==> config.mk <==
export PLATFORM = sky130hd
export DESIGN_NAME = uart_rx_byte
export DESIGN_NICKNAME = d
export VERILOG_FILES = /design/src/rtl/uart_rx_byte.sv
export SDC_FILE = /design/constraint.sdc
export NUM_CORES = 1
export LEC_CHECK = 0
export BUFFER_PORTS_ARGS = -buffer_cell sky130_fd_sc_hd__clkbuf_2
export CAP_MARGIN = 10
export CORE_MARGIN = 4
export CORE_UTILIZATION = 35
export DETAILED_ROUTE_END_ITERATION = 8
export PLACE_DENSITY = 0.51
export SLEW_MARGIN = 20
export SYNTH_ARGS = -nofsm -noshare
export SYNTH_HDL_FRONTEND = slang
export SYNTH_SLANG_ARGS = --single-unit
==> constraint.sdc <==
create_clock -name clk -period 2.15 [get_ports clk]
set_input_delay 0.43 -clock clk [delete_from_list [all_inputs] [get_ports clk]]
set_output_delay 0.43 -clock clk [all_outputs]
set_load 0.01 [all_outputs]
==> src/rtl/uart_rx_byte.sv <==
// 8N1 UART receiver: synchronised rx, mid-bit sampling, stop-bit check, and a
// one-entry valid/ready holding register with frame and overrun error pulses.
module uart_rx_byte #(
  parameter int CLK_FREQ    = 10000000,
  parameter int BAUD_RATE   = 115200,
  parameter int BIT_PERIOD  = 87,
  parameter int HALF_PERIOD = 43
) (
  input  logic       clk,
  input  logic       rst_n,
  input  logic       rx,
  output logic [7:0] data_out,
  output logic       data_valid,
  input  logic       data_ready,
  output logic       frame_err,
  output logic       overrun_err,
  output logic       busy
);

  if (BIT_PERIOD >= 65535 || HALF_PERIOD >= BIT_PERIOD || BAUD_RATE <= 0 ||
      CLK_FREQ < 2 * BAUD_RATE) begin : g_bad_cfg
    $error("uart_rx_byte: invalid timing parameters");
  end

  localparam logic [15:0] BIT_LAST  = 16'(BIT_PERIOD);
  localparam logic [15:0] HALF_LAST = 16'(HALF_PERIOD);

  typedef enum logic [2:0] {
    S_IDLE   = 3'd0,
    S_START  = 3'd1,
    S_DATA   = 3'd2,
    S_STOP   = 3'd3,
    S_WAITHI = 3'd4
  } state_t;

  state_t      state, state_next;
  logic        rx_meta, rxs;
  logic [15:0] cnt, cnt_next;
  logic [2:0]  idx, idx_next;
  logic [7:0]  shift, shift_next;
  logic        stop_ok, stop_bad;

  // Two-flop synchroniser; idles high so reset never looks like a start bit.
  always_ff @(posedge clk or negedge rst_n) begin
    if (!rst_n) begin
      rx_meta <= 1'b1;
      rxs     <= 1'b1;
    end else begin
      rx_meta <= rx;
      rxs     <= rx_meta;
    end
  end

  // Frame state, bit timing and shift register.
  always_ff @(posedge clk or negedge rst_n) begin
    if (!rst_n) begin
      state <= S_IDLE;
      cnt   <= 16'd0;
      idx   <= 3'd0;
      shift <= 8'h00;
    end else begin
      state <= state_next;
      cnt   <= cnt_next;
      idx   <= idx_next;
      shift <= shift_next;
    end
  end

  // Next-state logic; stop_ok/stop_bad flag the stop-bit sample cycle.
  always_comb begin
    state_next = state;
    cnt_next   = cnt;
    idx_next   = idx;
    shift_next = shift;
    stop_ok    = 1'b0;
    stop_bad   = 1'b0;
    case (state)
      S_IDLE: begin
        cnt_next = 16'd0;
        if (!rxs) begin
          state_next = S_START;
        end else begin
          state_next = S_IDLE;
        end
      end
      S_START: begin
        if (cnt == HALF_LAST) begin
          cnt_next = 16'd0;
          idx_next = 3'd0;
          if (rxs) begin
            state_next = S_IDLE;
          end else begin
            state_next = S_DATA;
          end
        end else begin
          cnt_next = cnt + 16'd1;
        end
      end
      S_DATA: begin
        if (cnt == BIT_LAST) begin
          cnt_next          = 16'd0;
          shift_next[idx]   = rxs;
          if (idx == 3'd7) begin
            state_next = S_STOP;
          end else begin
            idx_next = idx + 3'd1;
          end
        end else begin
          cnt_next = cnt + 16'd1;
        end
      end
      S_STOP: begin
        if (cnt == BIT_LAST) begin
          cnt_next = 16'd0;
          if (rxs) begin
            stop_ok    = 1'b1;
            state_next = S_IDLE;
          end else begin
            stop_bad   = 1'b1;
            state_next = S_WAITHI;
          end
        end else begin
          cnt_next = cnt + 16'd1;
        end
      end
      // A held-low line must return high before a new start can be seen.
      S_WAITHI: begin
        if (rxs) begin
          state_next = S_IDLE;
        end else begin
          state_next = S_WAITHI;
        end
      end
      default: begin
        state_next = S_IDLE;
        cnt_next   = 16'd0;
      end
    endcase
  end

  // Holding register and registered status outputs.
  always_ff @(posedge clk or negedge rst_n) begin
    if (!rst_n) begin
      data_out    <= 8'h00;
      data_valid  <= 1'b0;
      frame_err   <= 1'b0;
      overrun_err <= 1'b0;
      busy        <= 1'b0;
    end else begin
      frame_err   <= stop_bad;
      overrun_err <= stop_ok & data_valid & ~data_ready;
      busy        <= (state_next != S_IDLE);
      if (stop_ok && (!data_valid || data_ready)) begin
        data_out   <= shift;
        data_valid <= 1'b1;
      end else if (stop_ok) begin
        data_valid <= 1'b1;
      end else if (data_valid && data_ready) begin
        data_valid <= 1'b0;
      end else begin
        data_valid <= data_valid;
      end
    end
  end

endmodule

# ---- Yosys cells after proc, flatten, opt, wreduce, memory -nomap -nowiden
# Index checks and enable logic that the tools add are counted.
dict set report op_classes {
  addsub 2
  order_cmp 2
  n_eq_ne 10
  mux 27
  bitwise_logic 3
  n_reduce_logical 12
}
# operator count
set op_table {}
lappend op_table {{16-bit one-hot mux with 3 select lines} 1}
lappend op_table {{16-bit 2-to-1 mux} 2}
lappend op_table {{3-bit 2-to-1 mux} 8}
lappend op_table {{16-bit by 1-bit adder with 16-bit output, second input constant} 1}
lappend op_table {{16-bit by 6-bit == test with 1-bit output, second input constant} 1}
lappend op_table {{16-bit by 7-bit == test with 1-bit output, second input constant} 1}
lappend op_table {{3-bit one-hot mux with 5 select lines} 1}
lappend op_table {{1-bit 2-to-1 mux} 11}
lappend op_table {{8-bit bitwise mux} 1}
lappend op_table {{3-bit by 2-bit == test with 1-bit output, second input constant} 2}
lappend op_table {{3-bit == test, second input constant} 2}
lappend op_table {{2-bit inequality test, second input constant} 3}
lappend op_table {{3-bit one-hot mux with 2 select lines} 1}
lappend op_table {{3-bit nonzero test} 2}
lappend op_table {{3-bit by 4-bit less-than comparator with 1-bit output, second input constant} 1}
lappend op_table {{4-bit AND reduction} 1}
lappend op_table {{3-bit by 1-bit adder with 3-bit output, second input constant} 1}
lappend op_table {{1-bit demux with 3-bit select} 1}
lappend op_table {{3-bit by 1-bit == test with 1-bit output, second input constant} 1}
lappend op_table {{3-bit by 1-bit >= comparator with 1-bit output, second input constant} 1}
lappend op_table {{1-bit logical AND} 3}
lappend op_table {{3-bit logical NOT} 1}
lappend op_table {{1-bit bitwise AND} 2}
lappend op_table {{2-bit 2-to-1 mux} 1}
lappend op_table {{6 further kinds} 6}
dict set report totals {
  ff_bits 44
  in_bits 4
  output_inout_bits 12
  wordCells 67
}

# ---- Depth between registers and ports, before layout
# Gate-level depths: netlist (run 1).
dict set report depth {
  ltp_word 5
  depth_mapped 8
}

# ---- Worst setup path before layout (run 1)
# OpenSTA, ideal clock, no wires.
dict set report synth_path {
  path_kind {flip-flop to flip-flop}
  startpoint {register cnt[0]}
  endpoint {register cnt[8]}
  setup_ns 0.074
  arrival_time_ns 1.824
  path_slack_ns 0.252
  path_stages_with_launch 9
  path_buffers 2
  period_less_slack_ns 1.898
  cell_sequence {dfrtp_1 -> ha_1 -> and4bb_1 -> and4_1 -> buf_6 -> a2bb2oi_4 -> buf_6 -> or3_1 -> o21ai_2}
}
dict set report synth_via {
  elab_chain_len 3
  word_cells_on_any_way 6
}
# element line
set synth_rtl {}
lappend synth_rtl {{from (decl)} 38} ;# logic [15:0] cnt, cnt_next;
lappend synth_rtl {{from (signal assigned)} 63} ;# cnt <= cnt_next;
lappend synth_rtl {{16-bit by 1-bit adder with 16-bit output (tied with other cells)} {96, 109, 123}}
lappend synth_rtl {{16-bit 2-to-1 mux, on equally long branches} {100, 113, 87}}
lappend synth_rtl {{16-bit one-hot mux with 3 select lines (*)} 77} ;# case (state)
# Every way passes the cells marked *; elsewhere a longest branch is shown, timed or not.
# A chain may end at the register's enable or synchronous reset.

# ---- Worst setup path in the final report (run 1)
dict set report layout_path {
  startpoint {register cnt[0]}
  endpoint {register cnt[6]}
}
# Same word-level chain as after synthesis.

==> results by group, run 1 <==
Placement
  – Post-DP HPWL: 3156 um
  – Pre-CTS setup slack: 0.05935 ns
  – Routability Congestion: 0.7703
  – Port Buf Inserts: 15
  – Placed Instance Area: 0.002485 sq mm
  – Placed insts: 303

STA
  – Crit share post-route: 97.15%
  – Slew @ Worst Pin: 0.5822 ns
  – Post-Route Hold Slack: 0.2049 ns
  – Final Max Tran Viols: 0
  – Final Critical Period: 2.089 ns
  – Final setup viols: 0
  – Final setup margin: 0.06121 ns
  – Clock Skew: 0.006994 ns
  – Hold Violations, Final: 0
  – Rel. slew slack: 61.19%
  – Fmax: 478.7 MHz
  – RSZ-0062 raised after global routing: yes
  – TNS Setup: 0 ns

Outcome
  – Status: finished, final reports clean

Clocking
  – CTS buffer count: 5
  – Clock Latency Late Sink: 0.29 ns
  – Clock sink count: 44
  – Root Driver: clkbuf_8
  – Post-CTS Resized: 0
  – Worst-case clock buffer depth: 2
  – TritonCTS clock tree: built
  – H-Tree Depth: 2
  – Cts hold-fix bufs: 0
  – Reg clk slew, reported paths: 0.08 ns

Worst setup path
  – R2R Path End: cnt[6]$_DFFE_PN0P_
  – Crit path to: cnt[6]$_DFFE_PN0P_
  – Crit. End Element: register
  – CP max stage delay: 0.39 ns
  – R2r startpoint: cnt[0]$_DFFE_PN0P_
  – WP data required: 2.33 ns
  – Critical path arrival: 2.27 ns
  – Worst reg2reg setup slack: 0.06 ns
  – CP startpoint: cnt[0]$_DFFE_PN0P_
  – Type of origin of the critical path: register
  – Setup CP Type: reg2reg
  – Slowest cell on the critical path: dfrtp_1
  – CP Max Fanout: 13
  – Worst r2r path cells: 7
  – CP cell instances: ha_1, nor4b_1, nand4_2, a2bb2oi_4, buf_12, o21ai_1, a22o_1

Global routing
  – Largest net degree at the start of global routing: 45
  – GRT Util Overall: 12.77%
  – Vias in the first global route: 1529
  – First-pass GRT wire length: 7624 um
  – Initial antenna violation count: 0
  – GRT overflow: 0

Run
  – Max cap viols: 0

Pwr
  – Leak: 1.254 nW
  – Pwr Density: 618.5 mW/mm^2
  – Max VDD drop: 0.4064 mV

Final layout
  – # diodes: 0
  – Layout Cells excl Fill: 315
  – Commonest non-fill, non-tap cell in the layout: dfrtp_1
  – Layout cells sized above 1: 28.15%
  – Finished Cell Area: 0.002643 sq mm
  – Layout Nets: 244
  – Syn-to-layout area delta: 16.36%
  – Most frequent cells in the layout: 42 x dfrtp_1, 16 x buf_4, 15 x nor2_1, 15 x mux2_2, 15 x clkbuf_2

Synth
  – Register area share after synthesis: 48.60%
  – Synth Net Count: 215
  – Number of flops mapped to enable cells by yosys: 0
  – Top_reg_cell synth: dfrtp_1
  – Cells after Synth: 208
  – Post-Syn Area: 0.002271 sq mm
  – Synth cell types: 46
  – Avg Inst Size Synth: 10.92 sq um
  – Synth warn: 0
  – Synthesized flop and latch total: 44
  – Ys async rst share: 100.0%

Route
  – DR vias: 1674
  – Via density: 5.314
  – Routed WL: 4900 um
  – Initial DRT Pass Iterations: 4
  – DR iter-0 viols: 65
  – Post-DRT Antenna Nets: 0
  – Residual DRC: 0
  – Routed len/inst: 15.56 um

Floorplanning
  – I/O Pins: 16
  – Core area: 0.006314 sq mm
  – Die ar.: 0.007841 sq mm
  – Initial Util: 35.97%
  – DIE WIDTH: 88.55 um
  – Die H: 88.55 um
  – Row Count: 29

Worst hold path
  – Hold Crit Class: in2async
[per-stage QoR]
stage          total power, mW  util [%]
4_1_cts                  1.650     41.06
6_report                 1.634     41.85
2_1_floorplan           0.9641         -
3_3_place_gp             1.013     39.36
5_1_grt                  1.724     41.85
3_5_place_dp             1.014     39.36
[logic make-up (layout without fill, tap and decap cells)]
kind of cell             count (synthesis)  count (layout)  synth area share, %
AND/OR/NAND/NOR                         82              82                21.76
AO/OA/AOI/OAI                           45              46                14.82
flip-flops                              44              44                48.60
multiplexers                            18              18                8.870
buffers and inverters                   16              45                4.297
adder cells (fa/ha/maj)                  3               3                1.653
[synthesized netlist by cell type, drive strengths merged, types with 2 or more instances]
| cell | n | area share [%] |
|---|---|---|
| dfrtp | 42 | 46 |
| mux2 | 17 | 8.4 |
| nor2 | 16 | 2.8 |
| nand2 | 12 | 2.0 |
| o21ai | 12 | 2.8 |
| nand3 | 10 | 2.2 |
| a21oi | 9 | 2.0 |
| buf | 9 | 3.1 |
| nor3b | 7 | 2.5 |
| a31oi | 6 | 1.7 |
| a22o | 5 | 1.9 |
| nand4 | 5 | 1.7 |
| nor3 | 5 | 1.1 |
| or3 | 5 | 1.4 |
| a21o | 4 | 1.3 |
| inv | 4 | 0.66 |
| nor2b | 4 | 1.1 |
| a41oi | 3 | 1.2 |
| and4bb | 3 | 1.7 |
| clkbuf | 3 | 0.50 |
| ha | 3 | 1.7 |
| nand2b | 3 | 0.83 |
| a211o | 2 | 0.77 |
| and2 | 2 | 0.55 |
| and3 | 2 | 0.55 |
| and4 | 2 | 0.77 |
| dfstp | 2 | 2.3 |
| nand3b | 2 | 0.66 |
[report_power, final]
group	switching, mW	internal, mW	leakage [nW]	total, mW
clock	0.276	0.345	0.0552	0.621
combinational	0.0881	0.0636	0.602	0.152
sequential	0.0176	0.844	0.597	0.862
total	0.382	1.25	1.25	1.63
[final cells by class]
| class | count | area (sq um) |
|---|---|---|
| clock inverter | 2 | 35.03 |
| inverter | 4 | 15.01 |
| fill | 642 | 3671 |
| clock buffer | 6 | 72.57 |
| sequential | 44 | 1104 |
| multi-input combinational | 149 | 1085 |
| tap | 77 | 96.34 |
| timing repair buffer | 33 | 235.2 |
[flip-flops by register name, indices dropped and copies added, names as in the netlist, 3 cells and up]
name	count
cnt	16
shift	8
data_out	8
idx	3
state	3
[routing by layer]
metal	GRT usage, %	part of all wire [%]	up-vias
met3	3.166	3.2	4
met1	17.40	50	816
li1	-	-	824
met2	19.85	46	30
met5	0	0	-
met4	4.396	0.63	0
[worst max-delay path: cells and delay by family (launching register included)]
| kind | cells | cell delay (ns) |
|---|---|---|
| simple gates | 2 | 0.68 |
| compound gates | 3 | 0.57 |
| flops | 1 | 0.39 |
| fa+ha+maj | 1 | 0.20 |
| buf+inv | 1 | 0.15 |
[worst min-delay path by stage]
| stage | startpoint | end | slack [ns] | depth (start not counted) |
|---|---|---|---|---|
| after global routing | rx | rx_meta$_DFF_PN1_ | 0.20 | 1 |
| after detailed placement | rx_meta$_DFF_PN1_ | rxs$_DFF_PN1_ | 0.35 | 0 |
| after global placement | rx_meta$_DFF_PN1_ | rxs$_DFF_PN1_ | 0.35 | 0 |
| final | rst_n | busy$_DFF_PN0_ | 0.20 | 2 |
| after floorplan | rst_n | busy$_DFF_PN0_ | 0.13 | 0 |
| after CTS | rx | rx_meta$_DFF_PN1_ | 0.21 | 1 |
[repair_timing]
item,in CTS,in global routing
endpoints found under the setup margin,0,8
endpoints found under the hold margin,0,0
setup buffers,0,3
Power figures use the tool's default switching activity.
==> run 2, diff against run 1 <==
Settings changed: ABC_AREA set to 1.
==> run 2 against run 1 <==
Sequential share of layout area increased by 0.87 points. Combinational power grew 48%. Sequential power rose by 3.1%. Synthesized cell count grew 38%. Design area down 2.0%. Flip-flop and latch count stayed put. Final cell count grew 22%. Die area is 2.0% higher.
==> results by group, run 2 <==
Worst setup path
  – Worst r2r path cells: 10 (was 7)
  – CP cell instances: ha_1, nand2_1, inv_1, nand2_2, nor2_4, nand2_4, nand2_1, nand2_2, nor2_8, nor2_1 (was ha_1, nor4b_1, nand4_2, a2bb2oi_4, buf_12, o21ai_1, a22o_1)
  – Setup CP Type: reg2reg (unchanged)
  – Slowest cell on the critical path: dfrtp_1 (unchanged)
  – WP data required: 2.35 ns (was 2.33 ns)
  – Crit. End Element: register (unchanged)
  – R2R Path End: cnt[11]$_DFFE_PN0P_ (was cnt[6]$_DFFE_PN0P_)
  – Type of origin of the critical path: register (unchanged)
  – CP Max Fanout: 9 (was 13)
  – Worst reg2reg setup slack: 0.53 ns (was 0.06 ns)
  – CP max stage delay: 0.38 ns (was 0.39 ns)
  – R2r startpoint: cnt[1]$_DFFE_PN0P_ (was cnt[0]$_DFFE_PN0P_)
  – Critical path arrival: 1.82 ns (was 2.27 ns)

Route
  – Post-DRT Antenna Nets: 0 (unchanged)
  – Initial DRT Pass Iterations: 4 (unchanged)
  – DR vias: 1863 (was 1674)
  – Via density: 4.852 (was 5.314)
  – DR iter-0 viols: 84 (was 65)
  – Residual DRC: 0 (unchanged)
  – Routed WL: 4772 um (was 4900 um)
  – Routed len/inst: 12.43 um (was 15.56 um)

Floorplanning
  – I/O Pins: 16 (unchanged)
  – Initial Util: 36.32% (was 35.97%)
  – DIE WIDTH: 89.41 um (was 88.55 um)
  – Row Count: 29 (unchanged)
  – Die ar.: 0.007994 sq mm (was 0.007841 sq mm)
  – Die H: 89.41 um (was 88.55 um)
  – Core area: 0.006386 sq mm (was 0.006314 sq mm)

Synth
  – Top post-synthesis cells by count: 85 x nand2_1, 42 x dfrtp_1, 31 x nor2_1 (was 42 x dfrtp_1, 15 x mux2_2, 15 x nor2_1)
  – Ys async rst share: 100.0% (unchanged)
  – Synth warn: 0 (unchanged)
  – Cells after Synth: 287 (was 208)
  – Register area share after synthesis: 47.57% (was 48.60%)
  – Synthesized flop and latch total: 44 (unchanged)
  – Yosys top cell area share: 45.31% (was 46.28%)
  – Number of flops mapped to enable cells by yosys: 0 (unchanged)
  – Synth cell types: 30 (was 46)
  – Top_reg_cell synth: dfrtp_1 (unchanged)
  – Synth Net Count: 294 (was 215)
  – Post-Syn Area: 0.002320 sq mm (was 0.002271 sq mm)
  – Avg Inst Size Synth: 8.083 sq um (was 10.92 sq um)
  – Cell with the most instances after synthesis: nand2_1 (was dfrtp_1)
  – Synth top area cells: dfrtp_1 45%, nand2_1 14%, nand4_1 5.9% (was dfrtp_1 46%, mux2_2 7.4%, nor2_1 2.5%)
  – Leading area contributor after synthesis: dfrtp_1 (unchanged)

Worst hold path
  – Hold Crit Class: in2async (unchanged)

Global routing
  – GR Layer Usage met1: 19.79% (was 17.40%)
  – First-pass GRT wire length: 8355 um (was 7624 um)
  – Largest net degree at the start of global routing: 30 (was 45)
  – Grt peak-use layer: met1 (was met2)
  – GR Layer Usage met3: 2.857% (was 3.166%)
  – GRT Util Overall: 13.40% (was 12.77%)
  – M2 GR Usage: 19.56% (was 19.85%)
  – GRT overflow: 0 (unchanged)
  – Initial antenna violation count: 0 (unchanged)
  – Vias in the first global route: 1777 (was 1529)

Clocking
  – Post-CTS Resized: 0 (unchanged)
  – CTS buffer count: 5 (unchanged)
  – Reg clk slew, reported paths: 0.09 ns (was 0.08 ns)
  – H-Tree Depth: 2 (unchanged)
  – Cts hold-fix bufs: 0 (unchanged)
  – Setup Buffers After CTS: 0 (unchanged)
  – TritonCTS clock tree: built (unchanged)
  – Root Driver: clkbuf_8 (unchanged)
  – Worst-case clock buffer depth: 2 (unchanged)
  – Clock Latency Late Sink: 0.30 ns (was 0.29 ns)
  – Clock sink count: 44 (unchanged)

Outcome
  – Status: finished, final reports clean (unchanged)

STA
  – Slew @ Worst Pin: 0.7487 ns (was 0.5822 ns)
  – Clock Skew: 0.006206 ns (was 0.006994 ns)
  – TNS Setup: 0 ns (unchanged)
  – Rel. slew slack: 50.09% (was 61.19%)
  – Final Max Tran Viols: 0 (unchanged)
  – Crit share post-route: 75.39% (was 97.15%)
  – Fmax: 617.0 MHz (was 478.7 MHz)
  – RSZ-0062 raised after global routing: no (was yes)
  – Hold Violations, Final: 0 (unchanged)
  – Final Critical Period: 1.621 ns (was 2.089 ns)
  – Final setup viols: 0 (unchanged)

Final layout
  – Layout cells sized above 1: 14.33% (was 28.15%)
  – # diodes: 0 (unchanged)
  – Syn-to-layout area delta: 11.60% (was 16.36%)
  – Most frequent cells in the layout: 85 x nand2_1, 42 x dfrtp_1, 31 x nor2_1 (was 42 x dfrtp_1, 16 x buf_4, 15 x nor2_1, 15 x mux2_2, 15 x clkbuf_2)
  – Finished Cell Area: 0.002589 sq mm (was 0.002643 sq mm)
  – Largest regs: cnt (16), data_out (8), shift (8) (unchanged)
  – Largest Register: cnt (unchanged)
  – Max reg flops: 16 (unchanged)
  – Commonest non-fill, non-tap cell in the layout: nand2_1 (was dfrtp_1)
  – Layout Nets: 313 (was 244)

Pwr
  – Pwr Density: 685.7 mW/mm^2 (was 618.5 mW/mm^2)
  – Leak: 1.325 nW (was 1.254 nW)
  – Max VDD drop: 0.2784 mV (was 0.4064 mV)

Placement
  – Post-DP HPWL: 3476 um (was 3156 um)
  – Routability Congestion: 0.8026 (was 0.7703)
  – Placed Instance Area: 0.002474 sq mm (was 0.002485 sq mm)
  – Port Buf Inserts: 15 (unchanged)

Run
  – Max cap viols: 0 (unchanged)
## run 2: cell types whose count changed after synthesis, moves of 6 or more
cell     delta
a31oi_1     -6
nor3b_1     -6
nand2_1    +73
nor2_1     +16
nand3_1    +11
inv_1      +24
mux2_2     -15
nand4_1    +18
a21oi_1     -8
## run 2: power by group
| part | switching, mW | leakage, nW | internal (mW) | total (mW) |
|---|---|---|---|---|
| clock network | 0.310 | 0.0548 | 0.350 | 0.661 |
| logic | 0.163 | 0.673 | 0.0624 | 0.225 |
| registers | 0.0312 | 0.597 | 0.858 | 0.889 |
## run 2: kinds of logic (layout without fill, tap and decap cells)
family	Yosys count	in the layout	share of synthesized area, %
buffers and inverters	36	56	6.472
adder cells (fa/ha/maj)	3	3	1.618
XOR/XNOR	5	5	1.888
AO/OA/AOI/OAI	20	20	4.907
flip-flops	44	44	47.57
AND/OR/NAND/NOR	179	179	37.54
## run 2: worst max-delay path, delay by kind of cell, from the launching register on
kind,cells,cell delay (ns)
flip-flops,1,0.38
AND/OR/NAND/NOR,8,0.83
buffers and inverters,1,0.08
adder cells (fa/ha/maj),1,0.22
## run 2: cell type report
type,instances,area (sq um)
fillers,677,3797
flip-flops and latches,44,1104
clock inverters,3,46.29
clock buffers,5,68.82
repair buffers,17,90.09
well taps,77,96.34
multi-input cells,207,1066
inverters,31,117.6
## run 2: how the worst max path moves through the flow
stage | start | end | slack, ns
final | cnt[1]$_DFFE_PN0P_ | cnt[11]$_DFFE_PN0P_ | 0.53
after CTS | cnt[1]$_DFFE_PN0P_ | cnt[9]$_DFFE_PN0P_ | 0.53
after detailed placement | cnt[1]$_DFFE_PN0P_ | data_out[4]$_DFFE_PN0P_ | 0.54
after floorplan | cnt[1]$_DFFE_PN0P_ | shift[5]$_DFFE_PN0P_ | 0.71
after global placement | cnt[1]$_DFFE_PN0P_ | data_out[4]$_DFFE_PN0P_ | 0.56
after global routing | idx[0]$_DFFE_PN0P_ | idx[2]$_DFFE_PN0P_ | 0.34
## run 2: metrics by stage
stage               hold slack (ns)  setup WS, ns  cells  total power [mW]  util [%]
CTS                          0.1968        0.5284    384             1.806     40.54
finish                       0.1768        0.5291    384             1.775     40.54
floorplan                    0.1344        0.7116    287             1.064         -
detailed placement           0.3469        0.5440    376             1.134     38.73
global placement             0.3456        0.5570    376             1.133     38.73
global route                 0.1978        0.3425    384             1.875     40.54
## run 2: per-layer routing
metal | share of wire [%] | vias up | routed length, um
li1 | - | 974 | -
met1 | 53 | 850 | 2534
met2 | 41 | 33 | 1952
met3 | 4.7 | 6 | 226
met4 | 1.2 | 0 | 58
met5 | 0 | - | 0
==> run 3, diff against run 2 <==
Clock period 2.15 ns to 1.6 ns, I/O delays scaled along.
==> run 3 against run 2 <==
Clock-buffer cell count stayed put. Flip-flop and latch count stayed put. Via count is 8.7% higher. Worst setup slack worse by 0.50 ns. Power is 42% higher. Global-route usage is 0.86 points higher. Core utilization is 5.3 points higher. Register-to-register slack worse by 0.50 ns. Clock power is 33% higher. Sequential share of layout area is 4.9 points lower. Critical path type unchanged.
==> results by group, run 3 (same netlist as run 2, synthesis figures left out) <==
Outcome
  – Status: finished, final reports clean (unchanged)

Clocking
  – H-Tree Depth: 2 (unchanged)
  – Root Driver: clkbuf_8 (unchanged)
  – Worst-case clock buffer depth: 2 (unchanged)
  – TritonCTS clock tree: built (unchanged)
  – CTS buffer count: 5 (unchanged)
  – Clock Latency Late Sink: 0.30 ns (about the same)
  – Reg clk slew, reported paths: 0.09 ns (about the same)
  – Clock sink count: 44 (unchanged)

Final layout
  – Layout Cells excl Fill: 407 (was 384)
  – Commonest non-fill, non-tap cell in the layout: nand2_1 (unchanged)
  – Max reg flops: 16 (unchanged)
  – # diodes: 0 (unchanged)
  – Most frequent cells in the layout: 71 x nand2_1, 40 x dfrtp_1, 26 x inv_1 (was 85 x nand2_1, 42 x dfrtp_1, 31 x nor2_1)
  – Largest Register: cnt (unchanged)
  – Layout Nets: 336 (was 313)
  – Layout cells sized above 1: 29.70% (was 14.33%)
  – Syn-to-layout area delta: 26.27% (was 11.60%)
  – Largest regs: cnt (16), data_out (8), shift (8) (unchanged)

Worst setup path
  – R2r startpoint: cnt[1]$_DFFE_PN0P_ (unchanged)
  – Setup CP Type: reg2reg (unchanged)
  – WP data required: 1.79 ns (was 2.35 ns)
  – Crit. End Element: register (unchanged)
  – Crit path buf inv count: 1 (unchanged)
  – Worst reg2reg setup slack: 0.03 ns (was 0.53 ns)
  – CP max stage delay: 0.40 ns (was 0.38 ns)
  – Slowest cell on the critical path: dfrtp_1 (unchanged)
  – CP Max Fanout: 6 (was 9)
  – CP startpoint: cnt[1]$_DFFE_PN0P_ (unchanged)
  – Crit-path leading delay family: simple AND/OR/NAND/NOR gates (unchanged)
  – Crit path depth: 10 (unchanged)
  – R2R Path End: busy$_DFF_PN0_ (was cnt[11]$_DFFE_PN0P_)
  – Worst r2r path cells: 10 (unchanged)
  – CP cell instances: ha_4, nand2_4, inv_2, nand2_2, nor2_4, nand2_4, nand2_1, nand3_1, nor2_2, nand2_1 (was ha_1, nand2_1, inv_1, nand2_2, nor2_4, nand2_4, nand2_1, nand2_2, nor2_8, nor2_1)
  – Type of origin of the critical path: register (unchanged)
  – Critical path arrival: 1.77 ns (was 1.82 ns)

Global routing
  – Vias in the first global route: 1815 (was 1777)
  – First-pass GRT wire length: 8832 um (was 8355 um)
  – GRT Util Overall: 14.26% (was 13.40%)
  – GRT overflow: 0 (unchanged)
  – Largest net degree at the start of global routing: 45 (was 30)
  – Initial antenna violation count: 0 (unchanged)

STA
  – Clock Skew: 0.007976 ns (was 0.006206 ns)
  – Crit share post-route: 98.30% (was 75.39%)
  – Final setup viols: 0 (unchanged)
  – Hold Violations, Final: 0 (unchanged)
  – Post-Route Hold Slack: 0.09301 ns (was 0.1768 ns)
  – Final Max Tran Viols: 0 (unchanged)
  – Final setup margin: 0.02720 ns (was 0.5291 ns)
  – RSZ-0062 raised after global routing: yes (was no)
  – Fmax: 635.8 MHz (was 617.0 MHz)
  – TNS Setup: 0 ns (unchanged)
  – Rel. slew slack: 73.87% (was 50.09%)
  – Slew @ Worst Pin: 0.3910 ns (was 0.7487 ns)
  – Final Critical Period: 1.573 ns (was 1.621 ns)

Floorplanning
  – Core area: 0.006386 sq mm (unchanged)
  – Die ar.: 0.007994 sq mm (unchanged)
  – Die H: 89.41 um (unchanged)
  – DIE WIDTH: 89.41 um (unchanged)
  – Row Count: 29 (unchanged)
  – I/O Pins: 16 (unchanged)
  – Initial Util: 36.32% (unchanged)

Pwr
  – Pwr Density: 860.6 mW/mm^2 (was 685.7 mW/mm^2)
  – Max VDD drop: 0.4569 mV (was 0.2784 mV)
  – Leak: 1.455 nW (was 1.325 nW)
  – Overall Power: 2.521 mW (was 1.775 mW)

Worst hold path
  – Hold Path Cell Cnt: 1
  – Min-delay src: rx
  – Hold Crit Class: in2reg (was in2async)
  – Worst Hold End: rx_meta$_DFF_PN1_

Route
  – Post-DRT Antenna Nets: 0 (unchanged)
  – Routed len/inst: 12.79 um (was 12.43 um)
  – Residual DRC: 0 (unchanged)
  – Initial DRT Pass Iterations: 4 (unchanged)
  – DR vias: 2026 (was 1863)
  – DR iter-0 viols: 103 (was 84)
  – Routed WL: 5206 um (was 4772 um)
  – Via density: 4.978 (was 4.852)

Placement
  – Placed insts: 388 (was 376)
  – Port Buf Inserts: 15 (unchanged)
  – Post-DP HPWL: 3609 um (was 3476 um)
  – Routability Congestion: 0.8319 (was 0.8026)
  – Pre-CTS setup slack: -0.01447 ns (was 0.5440 ns)

Run
  – Max cap viols: 0 (unchanged)
-- run 3: cell count changes in the layout (fill, tap and decap cells not counted), moves of 3 or more --
cell / before / now
buf_4: 2 / 21
nand2_1: 85 / 71
nand2_2: 5 / 15
nand2_4: 1 / 4
nor2_1: 31 / 24
nor2_2: 0 / 7
o21ai_0: 11 / 8
-- run 3: report_power, final --
part | internal, mW | switching, mW
clock | 0.471 | 0.408
combinational | 0.147 | 0.316
sequential | 1.15 | 0.0270
total | 1.77 | 0.751
-- run 3: what timing repair did --
action,in CTS,in global routing
buffers inserted,1,7
setup endpoints to repair,19,36
gates resized for setup,2,44
endpoints found under the hold margin,28,0
cloned,1,1
hold buffers,1,0
pin swaps,1,12
-- run 3: how the worst max path moves through the flow --
stage | end
floorplan | shift[5]$_DFFE_PN0P_
global placement | cnt[12]$_DFFE_PN0P_
detailed placement | cnt[12]$_DFFE_PN0P_
CTS | cnt[12]$_DFFE_PN0P_
global route | busy$_DFF_PN0_
finish | busy$_DFF_PN0_
-- run 3: cell type report --
cell class / count / area [sq um]
Multi-Input combinational cell: 209 / 1225
Sequential cell: 44 / 1106
Tap cell: 77 / 96.34
Clock inverter: 3 / 46.29
Fill cell: 647 / 3457
Clock buffer: 5 / 68.82
Timing Repair Buffer: 38 / 262.8
Inverter: 31 / 123.9
-- run 3: per-layer routing --
layer	global-route usage (%)	up-vias	wire, um
met1	21.01	951	2644
li1	-	1027	-
met4	3.924	0	80
met5	0	-	0
met3	3.134	9	235
met2	21.03	39	2245
-- run 3: stage by stage --
| stage | area (sq um) | util [%] |
|---|---|---|
| 2_1_floorplan | 2320 | - |
| 3_3_place_gp | 2576 | 40.34 |
| 3_5_place_dp | 2576 | 40.34 |
| 4_1_cts | 2728 | 42.71 |
| 5_1_grt | 2929 | 45.87 |
| 6_report | 2929 | 45.87 |
